## src/rtl/pin_controller.sv

```systemverilog
// Command-bus responder for a single FPGA pin: per-pin config registers, pin drive
// (low/high/hi-Z/square wave) and a saturating rising-edge counter on the pin input.
module pin_controller #(
    parameter logic [7:0]  POSITION    = 8'h00,
    parameter int unsigned SYNC_STAGES = 2
) (
    input  logic        clk,
    input  logic        rst,
    input  logic [18:0] cmd_bus_addr,
    input  logic [31:0] cmd_bus_data,
    input  logic        cmd_bus_en,
    input  logic        cmd_bus_rd,
    input  logic        cmd_bus_wr,
    output logic [31:0] cmd_bus_rdata,
    output logic        cmd_bus_rvalid,
    input  logic        pin_in,
    output logic        pin_out,
    output logic        pin_oe
);

    typedef enum logic [2:0] {HIZ, LOW, HIGH, SQ_HI, SQ_LO} state_t;

    state_t                 state, state_next;
    logic [31:0]            cnt, cnt_next;
    logic [1:0]             mode;
    logic [31:0]            high_cycles, low_cycles, edge_count;
    logic [SYNC_STAGES-1:0] sync_ff;
    logic                   sync_prev;
    logic                   rise;
    logic                   sel, wr_en, rd_en;
    logic [7:0]             idx;
    logic [31:0]            hi_len, lo_len, hi_reload, lo_reload;
    logic [31:0]            read_value;
    logic                   out_next, oe_next;
    logic [2:0]             unused_addr;

    assign unused_addr = cmd_bus_addr[18:16];
    assign idx         = cmd_bus_addr[7:0];
    assign sel         = cmd_bus_en && (cmd_bus_addr[15:8] == POSITION);
    assign wr_en       = sel && cmd_bus_wr;
    assign rd_en       = sel && cmd_bus_rd && !cmd_bus_wr;

    always_ff @(posedge clk or posedge rst) begin
        if (rst) begin
            sync_ff   <= '0;
            sync_prev <= 1'b0;
        end else begin
            if (SYNC_STAGES > 1)
                sync_ff <= {sync_ff[SYNC_STAGES-2:0], pin_in};
            else
                sync_ff[0] <= pin_in;
            sync_prev <= sync_ff[SYNC_STAGES-1];
        end
    end

    assign rise = sync_ff[SYNC_STAGES-1] & ~sync_prev;

    // A phase-length write landing on the reload edge must be used by that reload.
    assign hi_len    = (wr_en && idx == 8'h01) ? cmd_bus_data : high_cycles;
    assign lo_len    = (wr_en && idx == 8'h02) ? cmd_bus_data : low_cycles;
    assign hi_reload = (hi_len == '0) ? '0 : hi_len - 32'd1;
    assign lo_reload = (lo_len == '0) ? '0 : lo_len - 32'd1;

    always_comb begin
        state_next = state;
        cnt_next   = cnt;
        if (wr_en && idx == 8'h00) begin
            case (cmd_bus_data[1:0])
                2'd0: state_next = LOW;
                2'd1: state_next = HIGH;
                2'd2: begin
                    state_next = SQ_HI;
                    cnt_next   = hi_reload;
                end
                default: state_next = HIZ;
            endcase
        end else begin
            case (state)
                SQ_HI: begin
                    if (cnt == '0) begin
                        state_next = SQ_LO;
                        cnt_next   = lo_reload;
                    end else begin
                        cnt_next = cnt - 32'd1;
                    end
                end
                SQ_LO: begin
                    if (cnt == '0) begin
                        state_next = SQ_HI;
                        cnt_next   = hi_reload;
                    end else begin
                        cnt_next = cnt - 32'd1;
                    end
                end
                default: ;
            endcase
        end
    end

    always_comb begin
        out_next = 1'b0;
        oe_next  = 1'b1;
        case (state_next)
            HIGH, SQ_HI: out_next = 1'b1;
            LOW, SQ_LO:  out_next = 1'b0;
            default:     oe_next  = 1'b0;
        endcase
    end

    always_ff @(posedge clk or posedge rst) begin
        if (rst) begin
            state   <= HIZ;
            cnt     <= '0;
            pin_out <= 1'b0;
            pin_oe  <= 1'b0;
        end else begin
            state   <= state_next;
            cnt     <= cnt_next;
            pin_out <= out_next;
            pin_oe  <= oe_next;
        end
    end

    always_ff @(posedge clk or posedge rst) begin
        if (rst) begin
            mode        <= 2'd3;
            high_cycles <= 32'd1;
            low_cycles  <= 32'd1;
        end else if (wr_en) begin
            case (idx)
                8'h00:   mode        <= cmd_bus_data[1:0];
                8'h01:   high_cycles <= cmd_bus_data;
                8'h02:   low_cycles  <= cmd_bus_data;
                default: ;
            endcase
        end
    end

    // A clear coinciding with a detected edge wins; the edge is lost.
    always_ff @(posedge clk or posedge rst) begin
        if (rst)
            edge_count <= '0;
        else if (wr_en && idx == 8'h04)
            edge_count <= '0;
        else if (rise && edge_count != '1)
            edge_count <= edge_count + 32'd1;
    end

    always_comb begin
        read_value = '0;
        case (idx)
            8'h00:   read_value = {30'd0, mode};
            8'h01:   read_value = high_cycles;
            8'h02:   read_value = low_cycles;
            8'h04:   read_value = edge_count;
            default: read_value = '0;
        endcase
    end

    always_ff @(posedge clk or posedge rst) begin
        if (rst) begin
            cmd_bus_rdata  <= '0;
            cmd_bus_rvalid <= 1'b0;
        end else begin
            cmd_bus_rvalid <= rd_en;
            if (rd_en)
                cmd_bus_rdata <= read_value;
        end
    end

endmodule

```

## config.mk

```make
export PLATFORM = sky130hd
export DESIGN_NAME = pin_controller
export DESIGN_NICKNAME = d
export VERILOG_FILES = /design/src/rtl/pin_controller.sv
export SDC_FILE = /design/constraint.sdc
export NUM_CORES = 1
export LEC_CHECK = 0
export CAP_MARGIN = 20
export CORE_ASPECT_RATIO = 1.5
export CORE_MARGIN = 4
export CORE_UTILIZATION = 59
export DETAILED_ROUTE_END_ITERATION = 16
export PLACE_DENSITY_LB_ADDON = 0.25
export SLEW_MARGIN = 20
export SYNTH_ARGS = -nofsm -noshare
export SYNTH_HDL_FRONTEND = slang
export SYNTH_SLANG_ARGS = --single-unit
```

## constraint.sdc

```tcl
create_clock -name clk -period 6.01 [get_ports clk]
set_input_delay 0.601 -clock clk [delete_from_list [all_inputs] [get_ports clk]]
set_output_delay 0.601 -clock clk [all_outputs]
set_load 0.02 [all_outputs]
```

==> After elaboration in Yosys (flattened, before gate mapping) <==
Cells that the tools add are included.
{ "totals": {"word_cells": 74, "inputBits": 57, "ff_bits": 171, "output_inout_bits": 35} }
{ "classes": {"n_eq_ne": 13, "bitwise_logic": 2, "add_sub_neg": 4, "mux": 19, "reduce_logical": 24} }
{ "op_table": {"columns": ["cell", "count"], "rows": [
  ["32-bit two-way mux", 10],
  ["32-bit one-hot mux with 4 select lines", 1],
  ["32-bit logical NOT", 3],
  ["32-bit by 1-bit subtractor with 32-bit output (second input constant)", 3],
  ["32-bit one-hot mux with 2 select lines", 1],
  ["32-bit by 1-bit adder with 32-bit output (second input constant)", 1],
  ["32-bit != test (second input constant)", 1],
  ["8-bit logical NOT", 2],
  ["3-bit by 2-bit equality test with 1-bit output (second input constant)", 3],
  ["1-bit logical AND", 9],
  ["3-bit two-way mux", 3],
  ["8-bit by 1-bit equality test with 1-bit output (second input constant)", 1],
  ["8-bit by 2-bit equality test with 1-bit output (second input constant)", 1],
  ["8-bit by 3-bit equality test with 1-bit output (second input constant)", 1],
  ["2-bit AND reduction", 4],
  ["3-bit equality test (second input constant)", 2],
  ["2-bit one-hot mux with 3 select lines", 1],
  ["3-bit one-hot mux with 2 select lines", 1],
  ["4-bit OR reduction", 1],
  ["3-bit by 1-bit equality test with 1-bit output (second input constant)", 1],
  ["3-bit nonzero test", 1],
  ["2-bit by 1-bit equality test with 1-bit output (second input constant)", 1],
  ["2-bit equality test (second input constant)", 1],
  ["2-bit logical NOT", 1],
  ["7 further kinds", 8]
]} }

==> Depth between registers and ports, before layout <==
Gate-level depths: netlist of run 1.
{ "logic_depth": {"depth_word": 10, "ltp_mapped": 19, "ltp_nobuf": 14} }

==> Worst setup path after synthesis of run 1 <==
Ideal clock, no wire load.
{ "synth_path": {"kind": "input -> register", "startpoint": "in cmd_bus_addr[3]", "endpoint": "reg cnt[4]", "n_path_buf": 5, "path_slack_ps": 1232, "arrival_ps": 4651, "cell_stages": 18, "path_cell_list": "nor4_1 -> and2_1 -> buf_2 -> nand2_1 -> clkbuf_1 -> clkbuf_1 -> a21oi_1 -> ha_1 -> clkbuf_1 -> or3b_2 -> or4_1 -> nor4_1 -> nor4_2 -> inv_1 -> nor2_2 -> buf_4 -> a222oi_1 -> nand2_1"} }
{ "synth_via": {"elab_chain_len": 8, "word_cells_on_any_way": 22, "classes_between": "add/sub (2); eq/ne (3); mux (9); reduce/logical (8)"} }
{ "synth_rtl": {"columns": ["item", "line", "rtl"], "rows": [
  ["start: declaration", "9", "input logic [18:0] cmd_bus_addr,"],
  ["8-bit by 1-bit equality test with 1-bit output or 8-bit by 2-bit equality test with 1-bit output (tied branches)", "59, 60", null],
  ["1-bit logical AND (on tied branches)", "59, 60", null],
  ["32-bit two-way mux (on tied branches)", "59, 60", null],
  ["32-bit by 1-bit subtractor with 32-bit output (tied with other cells)", "61", "assign hi_reload = (hi_len == '0) ? '0 : hi_len - 32'd1;"],
  ["32-bit two-way mux (on tied branches)", "61, 62", null],
  ["32-bit two-way mux (on tied branches)", "88, 80", null],
  ["32-bit one-hot mux with 2 select lines", "78", "case (state)"],
  ["32-bit two-way mux", "67", "if (wr_en && idx == 8'h00) begin"],
  ["end signal: assignment", "118", "cnt <= cnt_next;"],
  ["end: declaration", "24", "logic [31:0] cnt, cnt_next;"]
]} }
Parallel ways exist; a longest one is shown, timed or not. The select of a mux whose other input is x is not followed.
A chain may end at the register's enable or synchronous reset.

==> Worst setup path in the final report of run 1 <==
{ "layout_path": {"startpoint": "in cmd_bus_addr[2]", "endpoint": "reg cnt[13]"} }
The elaborated chain is that of the path after synthesis.

==> reports/metrics.yaml, run 1 <==
status: "completed"
synth_edf_count: 0
setup_viol: 0
setup_tns_ns: 0
met2_usage_pct: 58.5
core-area_um2: 17500
rows: 59
antenna_found_initial: 0
cp-end-kind: "register"
synthCells: 1276
p_clk_share_pct: 45.3
syn_area_per_cell_um2: 8.29
cts_root_buffer: "clkbuf_16"
synth_top_area_cell: "dfrtp_1"
area_growth_pct: 16.8
grt_usage_pct: 34.2
seq_area_frac_synth_pct: 40.5
die_width_um: 117
fin_crit_ns: 4.84
vdd_drop_max_mv: 0.194
hp-class: "reg -> reg"
clk_latency_ns: 0.44
portBuffers: 88
synth_flop_cell: "dfrtp_1"
max_cap_viol_count: 0
cts_num_sinks: 171
slew_headroom_pct: 25.9
syn_area_um2: 10600
synth_seq_cells: 171
post-route-util_pct: 70.6
p_sw_share_pct: 26.0
crit_slowest_cell: "a2111oi_0"
cts-resized-gates: 0
postCtsSetupBuffers: 0
antennaDiodeCount: 0
synth_area_leaders: "dfrtp_1 (39%), nand2_1 (8.7%), xnor2_1 (4.5%), o21ai_0 (4.0%), a21oi_1 (3.6%)"
max_freq_mhz: 207
io_pins: 92
power_leakage_nw: 5.60
drive_gt1_share_pct: 7.11
cp.arrival_ns: 5.12
synthArstFlopShare_pct: 100
yosysUniqueCellTypes: 74
drv_slew: 0
path_cells: "clkdlybuf4s50_1 > buf_4 > nor4b_1 > and2_1 > nand2_1 > a21oi_1 > ha_1 > buf_4 > nor4b_1 > buf_4 > nand4_1 > a2111oi_0 > buf_4 > nor4_2 > inv_1 > nor2_2 > a222oi_1 > o21ai_1"
die-area_um2: 20200
hold_depth: 0
nets: 1416
path_clk_slew_ns: 0.07
skew_ns: 0.0171
crit_cells: 18
cts_made_buffers: 17
htree_levels: 4
gp_congestion: 0.994
grtUsageMet1_pct: 42.3
holdBufCountCts: 0
cp_common_cell: "buf_4"
fin_crit_sh_pct: 80.5
grt_max_degree: 73
grtUsageMet3_pct: 6.22
yosysMostFrequentCell: "nand2_1"
worst_pin_slew_ns: 1.09
worst_slack_ns: 1.17
die_h_um: 172
critPathMaxFanout: 15
drtPass1Iterations: 5
p_switching_mw: 0.681
wire_per_inst_um: 21.5
grt_setup_unrepaired: "no"
critPathMaxStageDelay_ns: 0.52
hold_violations: 0
vias_per_cell: 6.57
place_inst: 1545
cpLargestDelayFamily: "simple AND/OR/NAND/NOR gates"
clock_path_buffers: 2
combinationalPowerShare_pct: 7.4
grt_pass1_wl_mm: 55.1
initial_core_util_pct: 60.5
cts_tree: "yes"
yosys_warnings: 0
drt_iter0_drc: 1423
power_density_nw_per_um2: 212
gr-max-usage-layer: "met2"
netlist.area_leader.share_pct: 39.5
finalNonFillerCells: 1577
path_class: "in -> reg"
power_frac_seq_pct: 47.3
syn-num-nets: 1341
path_buf_inv: 6
worst_setup_path_start_kind: "input port"
drc_errors: 0
fill_cells: 1426
p_int_mw: 1.94
r2r_cells: 13
required_ns: 6.30
pre_cts_ws_ns: 0.932
yosys-top-cells-count: "nand2_1 (246), dfrtp_1 (167), nor2_1 (98)"
vias: 10365
grt_pass1_vias: 10276
wl_mm: 33.9
p_total_mw: 2.62
drtAntennaViolNets: 0
grt_overflow: 0
dp_hpwl_mm: 24.9
-- through the flow --
step                hold slack (ns)  cell area [µm²]
finish                        0.352            12400
global route                  0.356            12400
CTS                           0.355            12400
detailed placement            0.340            11700
global placement              0.342            11700
floorplan                     0.331            10600
-- layout make-up --
type	instances	area, µm²	share of cell area [%]
multi-input combinational	1013	5950	48.1
sequential	171	4280	34.7
timing repair buffer	119	1110	9.01
clock buffer	17	425	3.44
tap	213	267	2.16
clock inverter	15	206	1.67
inverter	29	114	0.922
-- placed cells by master, fill, tap and decap left out, types with 36 or more instances in the layout --
cell,count
clkdlybuf4s50_1,88
xor2_1,38
o21ai_0,84
dfrtp_1,167
nor2_1,97
nand3_1,37
a21oi_1,77
nand2_1,246
nor3_1,54
nor4_1,36
xnor2_1,54
-- power by group through the flow --
stage               registers (mW)  clock network (mW)  logic, mW
floorplan                     1.24                   0      0.110
global placement              1.26                   0      0.185
detailed placement            1.26                   0      0.190
CTS                           1.24                1.19      0.194
global route                  1.24                1.25      0.214
finish                        1.24                1.19      0.195
-- metal layers --
layer	up-vias	wire, µm	part of all wire (%)
li1	4735	-	-
met1	4920	13100	39
met2	580	16300	48
met3	130	2750	8.1
met4	0	1700	5.0
met5	-	0	0
-- cell families (layout without fill, tap and decap cells) --
| group | Yosys count | after routing | synth area share (%) |
|---|---|---|---|
| and+or+nand+nor | 602 | 602 | 27.4 |
| muxes | 32 | 32 | 3.15 |
| DFF | 171 | 171 | 40.5 |
| xor gates and xnor gates | 92 | 92 | 7.61 |
| adders and majority gates | 9 | 9 | 1.04 |
| buffers and inverters | 92 | 180 | 3.50 |
| AOI/OAI and AO/OA | 278 | 278 | 16.8 |
-- registers in the layout, summed over array words and instances (netlist names) --
register / cells
cmd_bus_rdata: 32
cnt: 32
edge_count: 32
high_cycles: 32
low_cycles: 32
state: 3
mode: 2
sync_ff: 2
cmd_bus_rvalid: 1
pin_oe: 1
pin_out: 1
sync_prev: 1
-- final timing paths --
kind | startpoint | end | slack, ns
min reg2reg | sync_ff[0]$_DFF_PP0_ | sync_ff[1]$_DFF_PP0_ | 0.35
min | sync_ff[0]$_DFF_PP0_ | sync_ff[1]$_DFF_PP0_ | 0.35
max in group asynchronous | rst | low_cycles[20]$_DFFE_PP0N_ | 4.16
min in group asynchronous | rst | cmd_bus_rdata[8]$_DFFE_PP0P_ | 0.66
max | cmd_bus_addr[2] | cnt[13]$_DFFE_PP0P_ | 1.17
max reg2reg | low_cycles[0]$_DFFE_PP1N_ | cnt[13]$_DFFE_PP0P_ | 2.48
No activity file was read; power rests on OpenSTA's default activity.
==> inputs of run 2 (changes only) <==
==> constraint.sdc (replaced) <==
create_clock -name clk -period 4.7 [get_ports clk]
set_input_delay 0.47 -clock clk [delete_from_list [all_inputs] [get_ports clk]]
set_output_delay 0.47 -clock clk [all_outputs]
set_load 0.02 [all_outputs]
==> run 2 against run 1 <==
  * Routed wire length is 2.4% higher
  * Critical path depth is 4 lower
  * Core utilization is 0.77 points higher
  * Sequential share of layout area is 0.38 points lower
  * Sequential power is 28% higher
  * Global-route usage is 0.44 points higher
==> reports/metrics.yaml, run 2 (synthesized netlist as in run 1, its figures left out) <==
max_cap_viol_count: 0  # unchanged
path_buf_inv: 2  # -4
hold_violations: 0  # unchanged
cts_num_sinks: 171  # unchanged
initial_core_util_pct: 60.5  # unchanged
drtAntennaViolNets: 0  # unchanged
drv_slew: 0  # unchanged
drc_errors: 0  # unchanged
hp-class: "reg -> reg"
vdd_drop_max_mv: 0.202  # +4.1%
fin_crit_ns: 4.26
drtPass1Iterations: 9  # +4
wire_per_inst_um: 21.7  # +1.1%
critPathMaxFanout: 15  # unchanged
drive_gt1_share_pct: 8.38  # +1.3 points
grt_overflow: 0  # unchanged
cp-end-kind: "register"
grt_usage_pct: 34.7  # +0.44 points
crit_cells: 14  # -4
holdWs_ns: 0.362  # +0.0100 ns
setup_viol: 0  # unchanged
max_freq_mhz: 235
dp_hpwl_mm: 25.4  # +2.2%
grt_pass1_wl_mm: 55.6  # +0.91%
final_common_cell: "nand2_1"
gp_congestion: 1.02  # +2.3%
drt_iter0_drc: 1304  # -8.4%
grt_setup_unrepaired: "no"
status: "completed"
die-area_um2: 20200  # unchanged
p_total_mw: 3.32  # +27%
r2r_cells: 10  # -3
cp_common_cell: "nor4_1"
slew_headroom_pct: 34.7  # +8.8 points
ff2ff_setup_slack_ns: 1.46  # -1.02 ns
die_h_um: 172  # unchanged
path_clk_slew_ns: 0.07  # about the same
area_growth_pct: 18.0
core-area_um2: 17500  # unchanged
nets: 1436  # +1.4%
post-route-util_pct: 71.4  # +0.77 points
cts_root_buffer: "clkbuf_16"
portBuffers: 88  # unchanged
skew_ns: 0.0109  # -0.00622 ns
final_cell_mix: "nand2_1 (246), dfrtp_1 (167), nor2_1 (97), clkdlybuf4s50_1 (88), o21ai_0 (84)"
fin_crit_sh_pct: 90.6
antenna_found_initial: 0  # unchanged
critPathMaxStageDelay_ns: 0.49  # -0.03 ns
cp.arrival_ns: 4.55  # -0.57 ns
vias: 10449  # +0.81%
path_class: "in -> reg"
worst_setup_path_start_kind: "input port"
wl_mm: 34.7  # +2.4%
htree_levels: 4  # unchanged
power_leakage_nw: 5.68  # +1.5%
setup_tns_ns: 0  # unchanged
antennaDiodeCount: 0  # unchanged
vias_per_cell: 6.54  # -0.45%
worst_pin_slew_ns: 0.980  # -0.110 ns
die_width_um: 117  # unchanged
holdBufCountCts: 0  # unchanged
grt_pass1_vias: 10084  # -1.9%
postCtsSetupBuffers: 0  # unchanged
rows: 59  # unchanged
required_ns: 5.00  # -1.30 ns
cts_tree: "yes"
cts_made_buffers: 17  # unchanged
clock_path_buffers: 2  # unchanged
clk_latency_ns: 0.44  # about the same
cpLargestDelayFamily: "simple AND/OR/NAND/NOR gates"
power_density_nw_per_um2: 266  # +25%
hold_depth: 0  # unchanged
crit_slowest_cell: "or3b_2"
grt_max_degree: 76  # +4.1%
cts-resized-gates: 0  # unchanged
path_cells: "clkdlybuf4s50_1 > nor4_1 > and4_1 > nand2_1 > a21oi_1 > ha_1 > or3b_2 > or4_1 > nor4_1 > nor4_2 > inv_1 > nor2_2 > a222oi_1 > o21ai_1"
io_pins: 92  # unchanged
==> run 2: final cells by class <==
class	count	area [µm²]
multi-input cells	1013	5940
fillers	1397	5000
flip-flops and latches	171	4280
repair buffers	139	1280
clock buffers	17	425
well taps	213	267
clock inverters	15	181
inverters	29	113
==> run 2: layer usage <==
| layer | share of wire, % | track usage (%) | up-vias |
|---|---|---|---|
| li1 | - | - | 4770 |
| met1 | 39 | 44.7 | 4943 |
| met2 | 48 | 58.1 | 609 |
| met3 | 7.8 | 5.43 | 127 |
| met4 | 4.8 | 16.1 | 0 |
| met5 | 0 | 0 | - |
==> run 2: through the flow <==
| step | setup WS (ns) | instance area (µm²) | instances |
|---|---|---|---|
| finish | 0.443 | 12500 | 1597 |
| global route | 0.150 | 12500 | 1597 |
| CTS | 0.476 | 12500 | 1597 |
| detailed placement | 0.0189 | 11900 | 1565 |
| global placement | 0.196 | 11900 | 1565 |
| floorplan | 0.0528 | 10600 | 1276 |
==> run 2: report_power, final <==
part / internal, mW / leakage [nW] / switching, mW
clock: 0.804 / 0.284 / 0.668
sequential: 1.52 / 2.27 / 0.0711
combinational: 0.108 / 3.13 / 0.151
==> run 2: final timing paths <==
path                                           startpoint                          to
worst max-delay path                     cmd_bus_addr[10]         cnt[13]$_DFFE_PP0P_
worst min-delay path                 sync_ff[0]$_DFF_PP0_        sync_ff[1]$_DFF_PP0_
worst max register to register  low_cycles[1]$_DFFE_PP0N_         cnt[13]$_DFFE_PP0P_
worst min register to register       sync_ff[0]$_DFF_PP0_        sync_ff[1]$_DFF_PP0_
max in group asynchronous                             rst   low_cycles[0]$_DFFE_PP1N_
min in group asynchronous                             rst  edge_count[26]$_DFFE_PP0P_
==> inputs of run 3 (changes only) <==
--- a/config.mk
+++ b/config.mk
@@ -8,10 +8,11 @@
 export CAP_MARGIN = 20
 export CORE_ASPECT_RATIO = 1.5
 export CORE_MARGIN = 4
-export CORE_UTILIZATION = 59
+export CORE_UTILIZATION = 61
+export CTS_BUF_LIST = sky130_fd_sc_hd__clkbuf_4 sky130_fd_sc_hd__clkbuf_8
 export DETAILED_ROUTE_END_ITERATION = 16
 export PLACE_DENSITY_LB_ADDON = 0.25
-export SLEW_MARGIN = 20
 export SYNTH_ARGS = -nofsm -noshare
 export SYNTH_HDL_FRONTEND = slang
 export SYNTH_SLANG_ARGS = --single-unit
+export TNS_END_PERCENT = 100
==> run 3 against run 2 <==
  * Highest routed layer unchanged
  * Die area shrank 3.1%
  * Largest power group unchanged
  * Critical endpoint is now cnt[19]$_DFFE_PP0P_
  * Non-clock buffer count shrank 6
  * Worst setup slack gained 0.038 ns
==> reports/metrics.yaml, run 3 (synthesized netlist as in run 1, its figures left out) <==
ff2ff_setup_slack_ns: 1.29  # -0.17 ns
cts_num_sinks: 171  # unchanged
setup_viol: 0  # unchanged
postCtsSetupBuffers: 0  # unchanged
vias: 10466  # +0.16%
wire_per_inst_um: 21.0  # -3.5%
grt_overflow: 0  # unchanged
cts-resized-gates: 0  # unchanged
drc_errors: 0  # unchanged
rr_endpoint: "cnt[31]$_DFFE_PP0P_"
vias_per_cell: 6.59  # +0.73%
critPathMaxFanout: 15  # unchanged
p_switching_mw: 0.780  # -12%
worst_slack_ns: 0.482  # +0.0384 ns
rows: 58  # -1.7%
r2r_start: "state[2]$_DFF_PP0_"
final_common_cell: "nand2_1"
drtPass1Iterations: 6  # -3
worst_setup_path_start_kind: "input port"
skew_ns: 0.0143  # +0.00343 ns
p_sw_share_pct: 27.1  # +0.30 points
combinationalPowerShare_pct: 8.6  # +0.8 points
max_cap_viol_count: 0  # unchanged
min_from: "sync_ff[0]$_DFF_PP0_"
drv_slew: 0  # unchanged
grt_usage_pct: 34.9  # +0.20 points
dp_hpwl_mm: 24.8  # -2.3%
slew_headroom_pct: 29.4  # -5.3 points
p_int_mw: 2.10  # -14%
clk_latency_ns: 0.47  # +0.03 ns
setup_tns_ns: 0  # unchanged
initial_core_util_pct: 62.6  # +2.1 points
final_cell_mix: "nand2_1 (245), dfrtp_1 (167), nor2_1 (97), clkdlybuf4s50_1 (88), o21ai_0 (84)"
area_growth_pct: 15.7
hold_end: "sync_ff[1]$_DFF_PP0_"
io_pins: 92  # unchanged
required_ns: 5.08  # +0.08 ns
drive_gt1_share_pct: 8.06  # -0.33 points
drt_iter0_drc: 1246  # -4.4%
hp-class: "reg -> reg"
max_freq_mhz: 237  # +0.91%
path_class: "in -> reg"
hold_depth: 0  # unchanged
cp_common_cell: "buf_4"
die_h_um: 169  # -1.6%
fin_crit_ns: 4.22  # -0.0384 ns
worst_pin_slew_ns: 1.06  # +0.0789 ns
core-area_um2: 16900  # -3.4%
path_clk_slew_ns: 0.09  # +0.02 ns
clock_path_buffers: 2  # unchanged
grt_max_degree: 172  # +130%
gp_congestion: 1.02  # +0.28%
r2r_cells: 9  # -1
p_clk_share_pct: 36.2  # -8.2 points
portBuffers: 88  # unchanged
htree_levels: 4  # unchanged
nets: 1430  # -0.42%
power_leakage_nw: 5.57  # -2.0%
pre_cts_ws_ns: 0.0491  # +0.0302 ns
hold_violations: 0  # unchanged
fin_crit_sh_pct: 89.7  # -0.82 points
cts_root_buffer: "clkbuf_8"
die-area_um2: 19600  # -3.1%
power_density_nw_per_um2: 235  # -12%
holdBufCountCts: 0  # unchanged
power_frac_seq_pct: 55.2  # +7.3 points
die_width_um: 116  # -1.5%
status: "completed"
path_cells: "clkdlybuf4s50_1 > nor4_1 > and4_1 > nand2_2 > nor2_1 > a21oi_1 > ha_1 > buf_4 > nor4b_1 > buf_4 > nand4_1 > a2111oi_0 > buf_4 > nor4_2 > inv_1 > nor2_2 > o21ai_0 > o2111ai_1"
critPathMaxStageDelay_ns: 0.62  # +0.13 ns
antenna_found_initial: 0  # unchanged
cp.arrival_ns: 4.60  # +0.05 ns
crit_slowest_cell: "nor2_2"
antennaDiodeCount: 0  # unchanged
grt_pass1_wl_mm: 53.4  # -3.9%
cts_tree: "yes"
vdd_drop_max_mv: 0.241  # +20%
grt_pass1_vias: 10021  # -0.62%
wl_mm: 33.3  # -4.0%
cts_made_buffers: 17  # unchanged
drtAntennaViolNets: 0  # unchanged
grt_setup_unrepaired: "no"
cp-end-kind: "register"
fill_cells: 1403  # +0.43%
## run 3: changes by cell type in the layout (fill, tap and decap cells not counted), moves of 2 or more
cell | before | now
inv_6 | 5 | 3
buf_4 | 50 | 43
clkinvlp_4 | 5 | 3
clkbuf_8 | 0 | 20
clkbuf_16 | 17 | 0
clkinv_2 | 0 | 2
## run 3: worst max-delay path: cells and delay by family
| family | cells | cell delay [ns] |
|---|---|---|
| compound gates | 4 | 0.52 |
| buf+inv | 5 | 1.03 |
| simple gates | 8 | 2.33 |
| fa+ha+maj | 1 | 0.24 |
## run 3: layout make-up
cell class                      count  area, µm²  share of cell area, %
Clock buffer                       21        283                   2.31
Clock inverter                     11        110                  0.899
Inverter                           29        113                  0.920
Multi-Input combinational cell   1013       5950                   48.6
Sequential cell                   171       4280                   35.0
Tap cell                          210        263                   2.15
Timing Repair Buffer              133       1240                   10.2
## run 3: how the worst max path moves through the flow
stage | startpoint | to | depth (start not counted)
floorplan | cmd_bus_addr[3] | cnt[4]$_DFFE_PP0P_ | 18
global placement | cmd_bus_addr[10] | cnt[19]$_DFFE_PP0P_ | 18
detailed placement | cmd_bus_addr[10] | cnt[19]$_DFFE_PP0P_ | 18
CTS | cmd_bus_addr[10] | cnt[19]$_DFFE_PP0P_ | 18
global route | cmd_bus_addr[13] | cnt[19]$_DFFE_PP0P_ | 18
finish | cmd_bus_addr[10] | cnt[19]$_DFFE_PP0P_ | 18
## run 3: power by group through the flow
stage	logic [mW]	registers (mW)	clock network (mW)
after floorplan	0.141	1.58	0
after global placement	0.237	1.61	0
after detailed placement	0.246	1.61	0
after CTS	0.247	1.59	1.05
after global routing	0.272	1.60	1.12
final	0.247	1.59	1.04
## run 3: through the flow
stage,total power [mW],hold WS [ns],std cells,utilization (%),instance area (µm²)
detailed placement,1.86,0.343,1556,70.1,11900
finish,2.88,0.364,1588,72.4,12200
CTS,2.89,0.362,1588,72.4,12200
floorplan,1.72,0.331,1276,-,10600
global route,2.99,0.385,1588,72.4,12200
global placement,1.85,0.334,1556,70.1,11900
## run 3: per-layer routing
metal	vias to the layer above	wire length (µm)	track usage (%)
met5	-	0	0
met4	0	1560	15.4
met3	122	2960	7.06
met2	587	16100	57.6
met1	5008	12700	44.1
li1	4749	-	-
